==> src/rtl/axi_lite_master_ctrl.sv <==
// AXI4-Lite initiator: one command in flight, converted to an AXI-Lite read or write.
// A sticky watchdog flags a stalled slave without aborting the transaction.
module axi_lite_master_ctrl #(
    parameter int ADDR_BITS  = 32,
    parameter int DATA_BITS  = 32,
    parameter int DATA_BYTES = DATA_BITS / 8,
    parameter int TIMEOUT    = 1024
) (
    input  logic                  m_axi_aclk,
    input  logic                  m_axi_areset,
    input  logic                  cmd_valid,
    output logic                  cmd_ready,
    input  logic                  cmd_write,
    input  logic [ADDR_BITS-1:0]  cmd_addr,
    input  logic [DATA_BITS-1:0]  cmd_wdata,
    input  logic [DATA_BYTES-1:0] cmd_wstrb,
    output logic                  rsp_valid,
    input  logic                  rsp_ready,
    output logic                  rsp_write,
    output logic [DATA_BITS-1:0]  rsp_rdata,
    output logic [1:0]            rsp_resp,
    output logic                  stall_flag,
    output logic [ADDR_BITS-1:0]  m_axi_awaddr,
    output logic                  m_axi_awvalid,
    input  logic                  m_axi_awready,
    output logic [DATA_BITS-1:0]  m_axi_wdata,
    output logic [DATA_BYTES-1:0] m_axi_wstrb,
    output logic                  m_axi_wvalid,
    input  logic                  m_axi_wready,
    input  logic [1:0]            m_axi_bresp,
    input  logic                  m_axi_bvalid,
    output logic                  m_axi_bready,
    output logic [ADDR_BITS-1:0]  m_axi_araddr,
    output logic                  m_axi_arvalid,
    input  logic                  m_axi_arready,
    input  logic [DATA_BITS-1:0]  m_axi_rdata,
    input  logic [1:0]            m_axi_rresp,
    input  logic                  m_axi_rvalid,
    output logic                  m_axi_rready
);

    typedef enum logic [2:0] {IDLE, WR, WR_B, RD_AR, RD_R, RESP} state_t;

    localparam int CNT_BITS = $clog2(TIMEOUT + 1);
    localparam logic [CNT_BITS-1:0] WD_MAX  = CNT_BITS'(TIMEOUT);
    localparam logic [CNT_BITS-1:0] WD_LAST = CNT_BITS'(TIMEOUT - 1);

    state_t              state;
    logic [CNT_BITS-1:0] wd_cnt;

    always_ff @(posedge m_axi_aclk) begin
        if (m_axi_areset) begin
            state         <= IDLE;
            wd_cnt        <= '0;
            cmd_ready     <= 1'b1;
            rsp_valid     <= 1'b0;
            rsp_write     <= 1'b0;
            rsp_rdata     <= '0;
            rsp_resp      <= '0;
            stall_flag    <= 1'b0;
            m_axi_awaddr  <= '0;
            m_axi_awvalid <= 1'b0;
            m_axi_wdata   <= '0;
            m_axi_wstrb   <= '0;
            m_axi_wvalid  <= 1'b0;
            m_axi_bready  <= 1'b0;
            m_axi_araddr  <= '0;
            m_axi_arvalid <= 1'b0;
            m_axi_rready  <= 1'b0;
        end else begin
            // Watchdog only ages while waiting on the slave; saturates so the flag stays set.
            if (state inside {WR, WR_B, RD_AR, RD_R}) begin
                if (wd_cnt != WD_MAX) begin
                    wd_cnt <= wd_cnt + CNT_BITS'(1);
                    if (wd_cnt == WD_LAST) stall_flag <= 1'b1;
                end
            end

            case (state)
                IDLE: begin
                    if (cmd_valid && cmd_ready) begin
                        cmd_ready  <= 1'b0;
                        wd_cnt     <= '0;
                        stall_flag <= 1'b0;
                        if (cmd_write) begin
                            m_axi_awaddr  <= cmd_addr;
                            m_axi_wdata   <= cmd_wdata;
                            m_axi_wstrb   <= cmd_wstrb;
                            m_axi_awvalid <= 1'b1;
                            m_axi_wvalid  <= 1'b1;
                            state         <= WR;
                        end else begin
                            m_axi_araddr  <= cmd_addr;
                            m_axi_arvalid <= 1'b1;
                            state         <= RD_AR;
                        end
                    end
                end
                WR: begin
                    // AW and W retire independently; move on once neither is still pending.
                    if (m_axi_awready) m_axi_awvalid <= 1'b0;
                    if (m_axi_wready)  m_axi_wvalid  <= 1'b0;
                    if ((!m_axi_awvalid || m_axi_awready) && (!m_axi_wvalid || m_axi_wready)) begin
                        m_axi_bready <= 1'b1;
                        state        <= WR_B;
                    end
                end
                WR_B: begin
                    if (m_axi_bvalid) begin
                        m_axi_bready <= 1'b0;
                        rsp_resp     <= m_axi_bresp;
                        rsp_write    <= 1'b1;
                        rsp_rdata    <= '0;
                        rsp_valid    <= 1'b1;
                        state        <= RESP;
                    end
                end
                RD_AR: begin
                    if (m_axi_arready) begin
                        m_axi_arvalid <= 1'b0;
                        m_axi_rready  <= 1'b1;
                        state         <= RD_R;
                    end
                end
                RD_R: begin
                    if (m_axi_rvalid) begin
                        m_axi_rready <= 1'b0;
                        rsp_rdata    <= m_axi_rdata;
                        rsp_resp     <= m_axi_rresp;
                        rsp_write    <= 1'b0;
                        rsp_valid    <= 1'b1;
                        state        <= RESP;
                    end
                end
                RESP: begin
                    if (rsp_ready) begin
                        rsp_valid <= 1'b0;
                        cmd_ready <= 1'b1;
                        state     <= IDLE;
                    end
                end
                default: state <= IDLE;
            endcase
        end
    end

endmodule

==> config.mk <==
export PLATFORM = sky130hd
export DESIGN_NAME = axi_lite_master_ctrl
export DESIGN_NICKNAME = d
export VERILOG_FILES = /design/src/rtl/axi_lite_master_ctrl.sv
export SDC_FILE = /design/constraint.sdc
export NUM_CORES = 1
export LEC_CHECK = 0
export ABC_CLOCK_PERIOD_IN_PS = 1900
export BUFFER_PORTS_ARGS = -buffer_cell sky130_fd_sc_hd__buf_2
export CAP_MARGIN = 0
export CORE_ASPECT_RATIO = 1.75
export CORE_MARGIN = 2
export CORE_UTILIZATION = 47
export DETAILED_ROUTE_END_ITERATION = 7
export MAX_ROUTING_LAYER = met4
export PLACE_DENSITY = 0.85
export SLEW_MARGIN = 5
export SYNTH_ARGS = -nofsm -noshare
export SYNTH_HDL_FRONTEND = slang
export SYNTH_SLANG_ARGS = --single-unit
==> constraint.sdc <==
create_clock -name m_axi_aclk -period 1.9 [get_ports m_axi_aclk]
set_input_delay 0.285 -clock m_axi_aclk [delete_from_list [all_inputs] [get_ports m_axi_aclk]]
set_output_delay 0.285 -clock m_axi_aclk [all_outputs]
set_load 0.02 [all_outputs]
==> flow_summary.ini, run 1 <==
[timing]
timing.setup.tns_ps = 0
fin_crit_share_pct = 92.8
worst_pin_slew_ps = 514
fmax_mhz = 567
setup_repair_after_global_routing_missed_its_margin = no
worst_hold_slack_ps = 61.4
final.setup.worst_slack_ps = 138
finalSetupViolations = 0
clock-skew-final_ps = 8.62
slew_violations = 0
period_needed_ps = 1760
max-slew-margin-rel_pct = 65.5
report.final.hold_viol_count = 0

[layout]
layout-area-overhead-vs-synth_pct = 34.8
utilization_after_layout_pct = 64.9
final_layout_size_suffix_gt1_share_pct = 33.7
nNetsFinal = 1061
layout.cell_area.non_filler_um2 = 7840
post_layout_nonfiller_instances = 1123
antenna_cells = 0

[critical_path]
critical_path_peak_fanout = 13
crit_path_end_kind = flop
crit_type = reg -> reg
cp.required_ps = 2260
rr_startpoint = state[0]
worst_ep_arrival_time_ps = 2120
critical_path.startpoint = state[0]
worstSetupStartpointType = flop

[synth]
synthesis.yosys.warnings = 0
synth_nets = 816
syn_area_per_cell_um2 = 8.31
synth_top_cells_by_count = nand2_1 (209), dfxtp_1 (157), a21oi_1 (112)
mappedNetlistArea_um2 = 5820
synth.most_common_cell = nand2_1
synth-main-ff-cell = dfxtp_1
netlist.area_leader.share_pct = 54.0
synth_area_leaders = dfxtp_1 (54%), nand2_1 (13%), a21oi_1 (9.6%), a22oi_1 (4.3%), nor2_1 (2.8%)
post_synth_num_cell_types = 48
synth_largest_area_cell = dfxtp_1
synth_cells = 700
synth.yosys.seq_area_share_pct = 54.0
synth_async_sr_flop_share_pct = 0
number_of_flops_mapped_to_enable_cells_by_yosys = 0
synth-seq-cells = 157

[placement]
post_dp_cell_area_um2 = 7260
final_hpwl_from_detailed_placement_mm = 12.1
port_buffers = 256
placed_cells = 1088
preCtsSetupSlack_ps = 105
place_congestion = 0.961

[floorplanning]
chipWidth_um = 88.1
initial_utilization_pct = 48.2
num_rows = 53
design.die.area_um2 = 13300
floorplan.core_area_um2 = 12100
num_io_pins = 257
dieHeight_um = 151

[global_route]
number_of_antenna_violations_at_the_first_check_in_global_routing = 0
global_route_wire_length_before_repair_mm = 26.0
pin_count_of_the_biggest_net_entering_global_routing = 88
grt_pass1_vias = 5491
global_route.overflow_total = 0
grt.total_usage_pct = 25.6

[routing]
drt_pre_antenna_iters = 5
antenna_left = 0
post_drt_wl_per_cell_um = 15.1
remaining_drcs = 0
vias_per_cell = 5.20
detail_route.wirelength_mm = 17.0
first_iteration_detailed_routing_drc_count = 245
routed-via-count = 5835

[min_path]
worstHoldPathType = in -> reg
min_from = m_axi_awready

[clock_network]
cts_tree = yes
clk_pin_slew_worst_paths_ps = 60
clock-sinks = 157
clk_root_buffer_cell = clkbuf_16
cts_max_path_buffers = 2
clock_latency_ps = 420
post_cts_hold_buffer_count = 0
clock_tree.htree_level_count = 4
cts_buffers = 17

[power_and_ir_drop]
report.power.total_mw = 9.85
worst_ir_drop_vdd_uv = 782
cellLeakagePower_nw = 3.48
power.density_cell_area_nw_per_um2 = 1260

[flow_run]
max_cap_viol_count = 0

[run_status]
result_of_the_run = complete, no violations
per-layer routing:
metal	vias to the layer above	global-route usage [%]	share of wire [%]
met3	52	4.74	5.3
met4	0	13.6	4.3
li1	2863	-	-
met2	231	45.6	54
met5	-	-	0
met1	2689	25.9	36
area by class of cell:
cell class	count	area [µm²]
clock buffers	17	425
well taps	165	206
inverters	8	33.8
flip-flops and latches	157	3150
clock inverters	15	126
repair buffers	278	1510
multi-input cells	483	2390
fillers	1071	4230
critical path, cell delays in order (launching register included):
cell and delay [ps]:
dfxtp_2 400, buf_4 190, or3b_1 410, o32a_4 280
a311oi_1 300, a41o_1 130
kinds of logic (layout without fill, tap and decap cells):
group	count (synthesis)	after routing	share of synthesized area [%]
mux	1	1	0.258
flops	157	157	54.0
xor+xnor	2	2	0.301
simple gates	295	295	21.0
fa+ha+maj	2	2	0.430
compound gates	183	183	19.0
buf+inv	60	318	4.99
cell usage in the layout (no fill, tap or decap), drive strengths merged, types with 3 or more instances in the layout:
cell type / synthesis / layout
nor2: 45 / 45
clkbuf: 27 / 17
nand4: 5 / 5
inv: 7 / 14
clkinv: 1 / 4
nand2: 209 / 209
a311oi: 6 / 6
clkinvlp: 0 / 5
a22oi: 33 / 33
dfxtp: 157 / 157
a21oi: 112 / 112
nand3: 8 / 8
a211oi: 5 / 5
nand3b: 3 / 3
and3: 4 / 4
nor3: 3 / 3
or3: 7 / 7
o21ai: 12 / 12
buf: 25 / 278
worst paths after layout:
kind,slack (ps),to,cells after the start
setup / recovery,140,state[0],5
hold / removal,60,m_axi_awvalid,2
hold reg to reg,450,m_axi_wdata[15],2
setup reg to reg,140,state[0],5
power by group:
part / internal [mW] / switching, mW
Combinational: 0.991 / 1.71
Clock: 1.71 / 1.46
Sequential: 3.70 / 0.281
sequential cells by signal (all words and copies together) (netlist names):
signal / cells
m_axi_awvalid: 1
rsp_resp: 2
m_axi_bready: 1
rsp_rdata: 32
m_axi_wvalid: 1
m_axi_arvalid: 1
stall_flag: 1
rsp_valid: 1
m_axi_wdata: 32
cmd_ready: 1
rsp_write: 1
state: 3
m_axi_rready: 1
m_axi_awaddr: 32
m_axi_araddr: 32
wd_cnt: 11
m_axi_wstrb: 4
repair_timing:
action                                  in CTS  in global routing
buffers inserted                             0                  3
gates resized for setup                      0                  3
endpoints found under the setup margin       0                  8
Power figures use the tool's default switching activity.
==> inputs of run 2 (changes only) <==
==> constraint.sdc (replaced) <==
create_clock -name m_axi_aclk -period 1.9 [get_ports m_axi_aclk]
set_input_delay 0.38 -clock m_axi_aclk [delete_from_list [all_inputs] [get_ports m_axi_aclk]]
set_output_delay 0.38 -clock m_axi_aclk [all_outputs]
set_load 0.02 [all_outputs]
==> run 2 against run 1 <==
  * Total power rose by 0.39%
  * Global-route usage fell by 0.73 points
  * Die area did not move
  * Maximum frequency rose by 2.7%
  * Worst hold slack improved by 100 ps
  * Final cell count fell by 0.18%
  * Clock power rose by 2%
  * Critical path type unchanged
  * Largest cell class unchanged
  * Largest power group unchanged
  * Highest routed layer unchanged
==> flow_summary.ini, run 2 (synthesized netlist as in run 1, its figures left out) <==
[layout]
final_layout_size_suffix_gt1_share_pct = 33.3
layout_commonest_cell = buf_2
nFillCells = 1058
layout-area-overhead-vs-synth_pct = 34.8
seqCellArea_um2 = 3140
post_layout_nonfiller_instances = 1121
nNetsFinal = 1060
mostFrequentLayoutCells = buf_2 (255), nand2_1 (209), dfxtp_1 (156)
multi_input_comb_area_um2 = 2390
layout.cell_area.non_filler_um2 = 7840
antenna_cells = 0

[clock_network]
post_cts_hold_buffer_count = 0
cts_max_path_buffers = 2
clk_root_buffer_cell = clkbuf_16
clk_pin_slew_worst_paths_ps = 60
clock_tree.htree_level_count = 4
clock-sinks = 157
postCtsSetupBuffers = 0
cts_buffers = 17
cts_tree = yes
clock_latency_ps = 410

[placement]
port_buffers = 256
final_hpwl_from_detailed_placement_mm = 12.1
placed_cells = 1090
place_congestion = 0.916
post_dp_cell_area_um2 = 7270

[critical_path]
worst_ep_arrival_time_ps = 2060
cp.required_ps = 2250
critical_path.top_delay_family = simple AND/OR/NAND/NOR gates
cp_common_cell = or3_1
worstSetupStartpointType = flop
crit_path_end_kind = flop
crit_type = reg -> reg
crit_slowest_cell = dfxtp_1
critical_path_buf_inv_count = 0
peak_per_stage_delay_on_the_critical_path_ps = 540
worstPathCellList = or3_1 -> nand3_1 -> or3_1 -> a21oi_1
critical_path_peak_fanout = 11

[flow_run]
max_cap_viol_count = 0

[routing]
post_drt_wl_per_cell_um = 14.9
vias_per_cell = 5.20
first_iteration_detailed_routing_drc_count = 278
routed-via-count = 5832
remaining_drcs = 0
detail_route.wirelength_mm = 16.7
drt_pre_antenna_iters = 5
antenna_left = 0

[floorplanning]
dieHeight_um = 151
floorplan.core_area_um2 = 12100
chipWidth_um = 88.1
num_io_pins = 257
num_rows = 53
initial_utilization_pct = 48.2
design.die.area_um2 = 13300

[timing]
report.final.hold_viol_count = 0
slew_violations = 0
clock-skew-final_ps = 9.21
finalSetupViolations = 0
setup_repair_after_global_routing_missed_its_margin = no
worst_hold_slack_ps = 165
timing.setup.tns_ps = 0
max-slew-margin-rel_pct = 62.8
fmax_mhz = 583
fin_crit_share_pct = 90.3
period_needed_ps = 1720
worst_pin_slew_ps = 544

[global_route]
global_route.overflow_total = 0
number_of_antenna_violations_at_the_first_check_in_global_routing = 0
grt.total_usage_pct = 24.8
global_route_wire_length_before_repair_mm = 25.4
pin_count_of_the_biggest_net_entering_global_routing = 87
grt_pass1_vias = 5572

[power_and_ir_drop]
swShare_pct = 34.1
worst_ir_drop_vdd_uv = 793
power.combinational.fraction_pct = 27.3
internal_power_mw = 6.51
relative_contribution_of_the_clock_network_to_total_power_pct = 32.7
cellLeakagePower_nw = 3.47
power.density_cell_area_nw_per_um2 = 1260
seq_power_share_pct = 40.0
p_sw_mw = 3.38

[min_path]
worstHoldPathType = in -> reg

[run_status]
result_of_the_run = complete, no violations
run 2: changes by cell type in the layout (fill, tap and decap cells not counted), sizes merged:
cell	change
clkbuf	+1
buf	-1
clkinv	-2
inv	-2
bufinv	+1
clkinvlp	+1
run 2: stage by stage:
stage          setup slack, ps  power, mW  util, %
2_1_floorplan              406       5.76        -
6_report                   185       9.89     64.9
4_1_cts                    120       9.94     64.9
5_1_grt                   36.3       10.4     64.9
3_5_place_dp               189       6.71     60.3
3_3_place_gp               262       6.64     60.3
run 2: final timing paths:
check	endpoint	from	cells past startpoint	slack, ps
worst min register to register	stall_flag	stall_flag	2	450
worst min-delay path	m_axi_wvalid	m_axi_wready	2	160
worst max register to register	stall_flag	state[1]	4	180
worst max-delay path	stall_flag	state[1]	4	180
run 2: layout make-up:
| class | instances | share of cell area, % |
|---|---|---|
| timing repair buffer | 277 | 19.2 |
| sequential | 157 | 40.1 |
| tap | 165 | 2.63 |
| inverter | 8 | 0.383 |
| clock buffer | 18 | 5.47 |
| multi-input combinational | 483 | 30.5 |
| clock inverter | 13 | 1.72 |
run 2: layer usage:
layer	track usage, %	part of all wire [%]
met1	25.6	37
met2	43.6	53
met3	3.76	4.9
met4	14.9	5.2
met5	-	0
run 2: power groups by stage:
stage / combinational (mW) / clock, mW / sequential [mW]
finish: 2.70 / 3.23 / 3.96
global route: 2.94 / 3.42 / 4.00
CTS: 2.71 / 3.28 / 3.95
detailed placement: 2.69 / 0 / 4.02
global placement: 2.64 / 0 / 4.00
floorplan: 1.35 / 0 / 4.40
run 2: timing repair:
action / CTS / global route
gates resized for setup: 0 / 1
setup endpoints to repair: 0 / 4
hold endpoints to repair: 0 / 0
